## config.mk

```make
export PLATFORM = sky130hd
export DESIGN_NAME = regwb_arbiter
export DESIGN_NICKNAME = d
export VERILOG_FILES = /design/src/rtl/regwb_arbiter.sv
export SDC_FILE = /design/constraint.sdc
export NUM_CORES = 1
export LEC_CHECK = 0
export BUFFER_PORTS_ARGS = -buffer_cell sky130_fd_sc_hd__clkbuf_2
export CAP_MARGIN = 30
export CORE_ASPECT_RATIO = 0.5
export CORE_MARGIN = 4
export CORE_UTILIZATION = 40
export DETAILED_ROUTE_END_ITERATION = 10
export HOLD_SLACK_MARGIN = 0.1
export PLACE_DENSITY = 0.73
export SLEW_MARGIN = 20
export SYNTH_ARGS = -nofsm -noshare
export SYNTH_HDL_FRONTEND = slang
export SYNTH_SLANG_ARGS = --single-unit
```

## constraint.sdc

```tcl
create_clock -name clk_i -period 11.8 [get_ports clk_i]
set_clock_uncertainty 0.05 [all_clocks]
set_input_delay 1.18 -clock clk_i [delete_from_list [all_inputs] [get_ports clk_i]]
set_output_delay 1.18 -clock clk_i [all_outputs]
set_load 0.03 [all_outputs]
```

## src/rtl/regwb_arbiter.sv

```systemverilog
// regwb_arbiter: shares the register-file write port between the pipeline writeback
// and a 2-entry buffer of long-latency results, with starvation hold and WAW squash.
module regwb_arbiter #(
  parameter int STARVE_MAX = 4
) (
  input  logic        clk_i,
  input  logic        rst_i,
  input  logic        wb_valid_i,
  input  logic [4:0]  wb_addr_i,
  input  logic [31:0] wb_data_i,
  input  logic        mu_valid_i,
  input  logic [4:0]  mu_addr_i,
  input  logic [31:0] mu_data_i,
  output logic        mu_ready_o,
  input  logic [4:0]  RSaddr_i,
  input  logic [4:0]  RTaddr_i,
  input  logic [4:0]  RDaddr_i,
  output logic        hazard_o,
  output logic        wb_stall_o,
  output logic        RegWrite_o,
  output logic [4:0]  RDaddr_o,
  output logic [31:0] RDdata_o
);
  localparam int CW = $clog2(STARVE_MAX) + 1;
  typedef enum logic {NORMAL, HOLD} state_t;
  state_t state_q, state_d;
  logic [1:0] count_q, count_d, valid_q, valid_d, sq, cnt_mid;
  logic head_q, head_d, tail_q, tail_d, head_mid, wr_slot;
  logic live0, live1, pipe_gnt, fifo_gnt, push, last;
  logic [CW-1:0] starve_q, starve_d;
  logic [4:0] addr_q [2];
  logic [31:0] data_q [2];
  function automatic logic hit(input logic [4:0] a);
    return a != 5'd0 && (a == RSaddr_i || a == RTaddr_i || a == RDaddr_i);
  endfunction
  always_comb begin
    mu_ready_o = count_q < 2'd2;
    wb_stall_o = state_q == HOLD;
    pipe_gnt = rst_i && wb_valid_i && !wb_stall_o;
    fifo_gnt = rst_i && !pipe_gnt && count_q != 2'd0;
    push = mu_valid_i && mu_ready_o && mu_addr_i != 5'd0;
    RegWrite_o = pipe_gnt ? wb_addr_i != 5'd0 : fifo_gnt;
    RDaddr_o = pipe_gnt ? wb_addr_i : fifo_gnt ? addr_q[head_q] : 5'd0;
    RDdata_o = pipe_gnt ? wb_data_i : fifo_gnt ? data_q[head_q] : 32'd0;
    hazard_o = rst_i && mu_valid_i && hit(mu_addr_i);
    for (int i = 0; i < 2; i++) begin
      hazard_o = hazard_o | (rst_i && valid_q[i] && hit(addr_q[i]));
      sq[i] = pipe_gnt && wb_addr_i != 5'd0 && valid_q[i] && addr_q[i] == wb_addr_i;
    end
    // Squash may remove either slot; the survivor becomes the head so it is never skipped.
    live0 = valid_q[head_q] && !sq[head_q];
    live1 = valid_q[!head_q] && !sq[!head_q];
    head_mid = fifo_gnt ? !head_q : (!live0 && live1) ? !head_q : head_q;
    cnt_mid = fifo_gnt ? count_q - 2'd1 : {live0 && live1, live0 ^ live1};
    wr_slot = |sq ? head_mid ^ cnt_mid[0] : tail_q;
    count_d = cnt_mid + {1'b0, push};
    head_d = head_mid;
    tail_d = head_d ^ count_d[0];
    valid_d = count_d == 2'd2 ? 2'b11 : count_d == 2'd0 ? 2'b00 : head_d ? 2'b10 : 2'b01;
    last = starve_q == CW'(STARVE_MAX - 1);
    state_d = wb_stall_o ? (fifo_gnt ? NORMAL : HOLD)
            : (count_q == 2'd2 && pipe_gnt && last) ? HOLD : NORMAL;
    starve_d = (!wb_stall_o && count_q == 2'd2 && pipe_gnt && !last) ? starve_q + 1'b1 : '0;
  end
  always_ff @(posedge clk_i or negedge rst_i) begin
    if (!rst_i) begin
      state_q  <= NORMAL;
      count_q  <= '0;
      valid_q  <= '0;
      head_q   <= 1'b0;
      tail_q   <= 1'b0;
      starve_q <= '0;
    end else begin
      state_q  <= state_d;
      count_q  <= count_d;
      valid_q  <= valid_d;
      head_q   <= head_d;
      tail_q   <= tail_d;
      starve_q <= starve_d;
    end
  end
  always_ff @(posedge clk_i) begin
    if (push) begin
      addr_q[wr_slot] <= mu_addr_i;
      data_q[wr_slot] <= mu_data_i;
    end
  end
endmodule

```

==> run summary, run 1 <==
root buf cell = clkbuf_16
R2R cell count = 12
delay-heaviest family, CP = compound AO/OA/AOI/OAI gates
Vias/cell = 4.960
Final setup viols = 0
synthesis-to-layout area growth = 26.86%
Crit path depth = 13
initial antenna violation count = 0
CTS hold repair buffers = 0
slew margin rel. = 38.11%
vias in the first global route = 3,088
routability congestion estimate = 0.8824
hpwl dp = 7070 um
ANT cells = 0
WP data required = 11.78 ns
drt wl/cell = 15.89 um
Power Total = 1170 uW
simple-gate share of the synthesized area = 8.589%
crit path launch type = input port
Yosys cell types = 38
clock transition at the registers of the reported paths = 0.06 ns
Crit path arrival time = 4.60 ns
Synth Instances = 361
Synth Area in XOR/XNOR = 11.86%
Max H-tree Level = 3
Post-synth top flop = edfxtp_1
RSZ-0062 raised after global routing = no
Site Rows = 26
worst-path cell chain = clkbuf_2 > xor2_1 > nor4_1 > nand3_1 > o21ai_0 > mux2i_1 > ha_1 > xor2_1 > a21oi_1 > nor3_1 > a2111oi_0 > a211oi_4 > buf_4
vias = 3,135
initial core utilization = 41.84%
Port-buffer cells = 133
CP dominant cell by count = xor2_1
layout cells sized above 1 = 32.93%
core area = 10,410 um^2
commonest non-fill, non-tap cell in the layout = clkbuf_2
synthesized net count = 461
adder-cell share of the synthesized area = 2.011%
sequential share of the synthesized area = 56.77%
Worst Hold Depth = 1
syn avg cell area = 12.06 um^2
Leakage = 0.002303 uW
Synth warnings = 0
Max clock buf depth = 2
multiplexer share of the synthesized area = 9.710%
GRT Total Usage = 15.87%
TritonCTS Buffers = 9
Max Clock Freq = 216.8 MHz
post-route ant nets = 0
nets = 587
Async SR Flop Fraction = 11.90%
die width = 155.6 um
Compound-Gate Fraction of Synth Area = 7.814%
status = finished, final reports clean
I/O pins = 134
global route overflow = 0
Die H = 81.79 um
CTS tree = yes
Least-Margin Pin Slew = 0.9050 ns
setup_tns = 0 ns
Pre-antenna DRT Iters = 6
residual DRC count = 0
Max FO, Critical Path = 37
largest net degree at the start of global routing = 46
Worst VDD drop = 130.4 uV
commonest cells after routing, fill and taps aside = clkbuf_2, edfxtp_1, nand2_1
Final min period = 4.613 ns
Routed WL = 10,040 um
final slew viol count = 0
Cell Area, Synth = 4355 um^2
largest family of logic cells by synthesized area = XOR/XNOR gates
Setup Fix Bufs, Post-CTS = 0
slowest stage delay, CP = 0.80 ns
first-pass GRT wire length = 15,370 um
critical path's slowest cell = a2111oi_0
MaxCap Viol Count = 0
endpoints failing hold = 0
initial DRC count = 182
critical path class = input port to flip-flop
clk sinks = 84
hold slack final = 0.3802 ns
Worst Setup End Kind = flip-flop
die area = 12,720 um^2
Tcrit/Tclk final = 39.09%
Hold/Removal Path Class = flip-flop to flip-flop
Pwr per Cell Area = 211.8 nW/um^2
buffer and inverter count on the worst path = 2
CTS resizes = 0
Worst-Skew Late Latency = 0.33 ns
Synth Register Bits = 84
EDFF count, synth = 74
[cell type report]
class | instances | area [um^2]
Inverter | 8 | 30.03
Multi-Input combinational cell | 246 | 1774
Fill cell | 927 | 4885
Clock buffer | 10 | 229.0
Sequential cell | 84 | 2474
Clock inverter | 6 | 120.1
Tap cell | 140 | 175.2
Timing Repair Buffer | 138 | 723.2
[synth_stat cells, types with 2 or more instances]
cell type / count / area [um^2]
xor2_1: 28 / 245.2
nor3_1: 12 / 60.06
nand2_1: 42 / 157.7
buf_2: 8 / 40.04
clkbuf_1: 10 / 37.54
nand3_1: 11 / 55.05
o21a_1: 2 / 15.01
ha_1: 7 / 87.58
nor2_1: 4 / 15.01
a21oi_1: 3 / 15.01
a211oi_1: 2 / 15.01
buf_6: 2 / 22.52
a21o_1: 2 / 15.01
o211ai_1: 2 / 15.01
inv_1: 8 / 30.03
mux2i_1: 40 / 400.4
buf_1: 3 / 11.26
o21ai_0: 40 / 200.2
xnor2_1: 31 / 271.5
edfxtp_1: 74 / 2222
or4_1: 3 / 22.52
dfrtp_1: 10 / 250.2
mux2_2: 2 / 22.52
[cells by family (layout without fill, tap and decap cells)]
kind of cell               Yosys count  in the layout
DFF                                 84             84
and+or+nand+nor                     80             80
xor gates and xnor gates            59             59
AOI/OAI and AO/OA                   58             58
muxes                               42             42
buffers and inverters               31            162
adders and majority gates            7              7
[registers in the layout (all words and copies together), names as in the netlist]
register and cells:
addr_q 10, count_q 2, data_q 64, head_q 1, starve_q 3, tail_q 1, valid_q 2, wb_stall_o 1
[through the flow]
step,setup slack (ns),cells,util [%],cell area (um^2)
after global routing,6.875,632,53.08,5525
after detailed placement,6.396,615,49.53,5156
after CTS,6.660,631,52.88,5505
after global placement,6.622,614,49.39,5141
final,7.187,632,53.08,5525
after floorplan,5.409,361,-,4355
[per-layer routing]
metal / part of all wire (%) / routed length [um] / up-vias / track usage [%]
li1: - / - / 1549 / -
met1: 42 / 4239 / 1500 / 19.93
met2: 50 / 4998 / 78 / 25.73
met3: 7.4 / 744 / 8 / 6.105
met4: 0.62 / 62 / 0 / 4.891
met5: 0 / 0 / - / 0
[final timing paths]
check                                      to          from  slack, ns
worst max-delay path            data_q[1][16]  wb_addr_i[4]       7.19
worst min-delay path              starve_q[0]   starve_q[0]       0.38
worst max register to register  data_q[1][16]  addr_q[1][1]       7.57
worst min register to register    starve_q[0]   starve_q[0]       0.38
max in group asynchronous              head_q         rst_i      10.74
min in group asynchronous         starve_q[2]         rst_i       0.69
[report_power, final]
part	internal [uW]	leakage (uW)	switching (uW)	total, uW
Combinational	165	0.00133	252	417
Sequential	400	0.000810	31.3	432
Clock	210	0.000167	113	322
Total	774	0.00230	396	1170
(Power assumes the default switching activity.)
==> run 2, diff against run 1 <==
ABC_AREA = 1   (was not set)
PLACE_DENSITY = 0.74   (was 0.73)
clock period = 4.1 ns   (was 11.8 ns; I/O delays follow)
==> run summary, run 2 <==
status = finished, final reports clean
drt wl/cell = 15.05 um (-5.3%)
Setup Fix Bufs, Post-CTS = 0 (unchanged)
most frequent cell after synthesis = nor2_1
commonest cells after routing, fill and taps aside = clkbuf_2, nor2_1, nand2_1
layout cells sized above 1 = 33.99% (+1.1 points)
max reg flops = 64 (unchanged)
RSZ-0062 raised after global routing = no
I/O pins = 134 (unchanged)
Synth Register Bits = 84 (unchanged)
Hold/Removal Path Class = input port to flip-flop
syn avg cell area = 10.50 um^2 (-13%)
hold slack final = 0.2251 ns (-0.1551 ns)
clock transition at the registers of the reported paths = 0.06 ns (about the same)
root buf cell = clkbuf_16
residual DRC count = 0 (unchanged)
Max Clock Freq = 292.5 MHz
Final min period = 3.418 ns
WP data required = 4.08 ns (-7.70 ns)
hpwl dp = 8874 um (+26%)
Max FO, Critical Path = 22 (-41%)
core area = 11,950 um^2 (+15%)
Pre-antenna DRT Iters = 4 (-2)
share of Yosys cell area claimed by the top area cell type = 44.92% (-6.1 points)
Vias/cell = 4.786 (-3.5%)
endpoints failing hold = 0 (unchanged)
Layout Utilization = 50.82% (-2.3 points)
vias = 3,690 (+18%)
CTS tree = yes
ANT cells = 0 (unchanged)
Top reg by flops = data_q
Synth warnings = 0 (unchanged)
Pwr per Cell Area = 574.8 nW/um^2 (+170%)
Async SR Flop Fraction = 11.90% (unchanged)
CP dominant cell by count = nand2_1
die width = 165.3 um (+6.2%)
worst-path cell chain = dlygate4sd3_1 > clkbuf_2 > inv_2 > nor2_8 > nand2_2 > nor2_1 > nand3_2 > and2_4 > nand2_1 > o21ai_1 > ha_1 > nand2_1 > nand2_1 > nand2_2 > nand2_4 > xor2_1 > nand2_1 > nand2_1 > nor2_4 > buf_12
Tcrit/Tclk final = 83.37%
Routed WL = 11,610 um (+16%)
TritonCTS Buffers = 9 (unchanged)
Leakage = 0.002638 uW (+15%)
synthesis-to-layout area growth = 22.71%
Port-buffer cells = 133 (unchanged)
final slew viol count = 0 (unchanged)
commonest non-fill, non-tap cell in the layout = clkbuf_2
first-pass GRT wire length = 18,750 um (+22%)
setup_tns = 0 ns (unchanged)
critical path's slowest cell = dlygate4sd3_1
nets = 701 (+19%)
critical path class = input port to flip-flop
Die H = 86.64 um (+5.9%)
sequential share of the synthesized area = 49.97% (-6.8 points)
routability congestion estimate = 0.8780 (-0.50%)
Post-synth top flop = edfxtp_1
crit path launch type = input port
largest registers = data_q: 64 flops, addr_q: 10 flops, starve_q: 3 flops
Worst-Skew Late Latency = 0.32 ns (about the same)
Synth top cells by count = nor2_1, nand2_1, edfxtp_1, xor2_1, inv_1
Least-Margin Pin Slew = 0.5460 ns (-0.3591 ns)
GRT Total Usage = 16.59% (+0.72 points)
vias in the first global route = 3,880 (+26%)
initial antenna violation count = 0 (unchanged)
synthesized net count = 571 (+24%)
Site Rows = 28 (+7.7%)
MaxCap Viol Count = 0 (unchanged)
Max clock buf depth = 2 (unchanged)
slew margin rel. = 63.52% (+25 points)
EDFF count, synth = 74 (unchanged)
Max H-tree Level = 3 (unchanged)
global route overflow = 0 (unchanged)
Yosys cell types = 37 (-2.6%)
synth top area cells = edfxtp_1, o31ai_4, nor2_1
cell accounting for the most synthesized area = edfxtp_1
initial DRC count = 321 (+76%)
die area = 14,320 um^2 (+13%)
Cell Area, Synth = 4947 um^2 (+14%)
Worst VDD drop = 342.5 uV (+160%)
Synth Instances = 471 (+30%)
largest net degree at the start of global routing = 40 (-13%)
post-route ant nets = 0 (unchanged)
clk sinks = 84 (unchanged)
Worst Setup End Kind = flip-flop
initial core utilization = 41.41% (-0.43 points)
Crit path arrival time = 3.40 ns (-1.20 ns)
Final setup viols = 0 (unchanged)
slowest stage delay, CP = 0.52 ns (-0.28 ns)
run 2: metal layers:
layer  share of wire, %  wire length, um  GRT usage [%]  vias to the layer above
li1                   -                -              -                     1844
met4               0.59               68          3.472                        0
met5                  0                0              0                        -
met1                 41             4720          19.99                     1759
met3                6.4              742          4.561                        6
met2                 52             6075          29.96                       81
run 2: path summary, 6_finish.rpt:
check	depth (start not counted)	endpoint	slack, ns	startpoint
worst max-delay path	20	data_q[0][15]	0.68	rst_i
worst min register to register	1	starve_q[0]	0.39	starve_q[0]
max in group asynchronous	3	head_q	3.31	rst_i
worst min-delay path	1	data_q[1][10]	0.23	mu_data_i[10]
min in group asynchronous	3	wb_stall_o	0.53	rst_i
worst max register to register	19	data_q[0][15]	0.87	addr_q[1][4]
run 2: cell families (layout without fill, tap and decap cells):
family                   count (synthesis)  in the layout  synth area share (%)
AO/OA/AOI/OAI                           55             55                 14.95
XOR/XNOR                                47             47                 8.321
adder cells (fa/ha/maj)                  7              7                 1.770
buffers and inverters                   61            196                 6.095
flip-flops                              84             84                 49.97
AND/OR/NAND/NOR                        217            217                 18.89
run 2: worst max-delay path, delay by kind of cell:
family	cells	cell delay, ns
adder cells (fa/ha/maj)	1	0.24
XOR/XNOR	1	0.16
AND/OR/NAND/NOR	13	1.49
buffers and inverters	4	0.97
AO/OA/AOI/OAI	1	0.11
run 2: final cells by class:
type	count	area [um^2]
repair buffers	141	753.2
fillers	1069	5876
well taps	165	206.4
inverters	39	146.4
clock buffers	9	225.2
clock inverters	7	81.33
multi-input cells	326	2186
flip-flops and latches	84	2472
run 2: what timing repair did:
action                                 CTS  global route
endpoints found under the hold margin   10             0
resized for setup                        0             0
setup endpoints to repair                0             0
hold buffers                             1             0
run 2: through the flow:
step | instances | instance area, um^2 | setup slack (ns) | power [uW]
final | 771 | 6071 | 0.6816 | 3490
after global routing | 771 | 6071 | 0.4386 | 3718
after CTS | 771 | 6071 | 0.6656 | 3524
after detailed placement | 754 | 5754 | 0.8657 | 2712
after global placement | 754 | 5754 | 0.9695 | 2679
after floorplan | 471 | 4947 | 0.01888 | 2344
run 2: where the power goes:
| group | total [uW] | switching, uW | leakage (uW) | internal, uW |
|---|---|---|---|---|
| Clock | 807 | 325 | 0.000153 | 482 |
| Combinational | 1460 | 997 | 0.00168 | 464 |
| Sequential | 1220 | 81.1 | 0.000810 | 1140 |
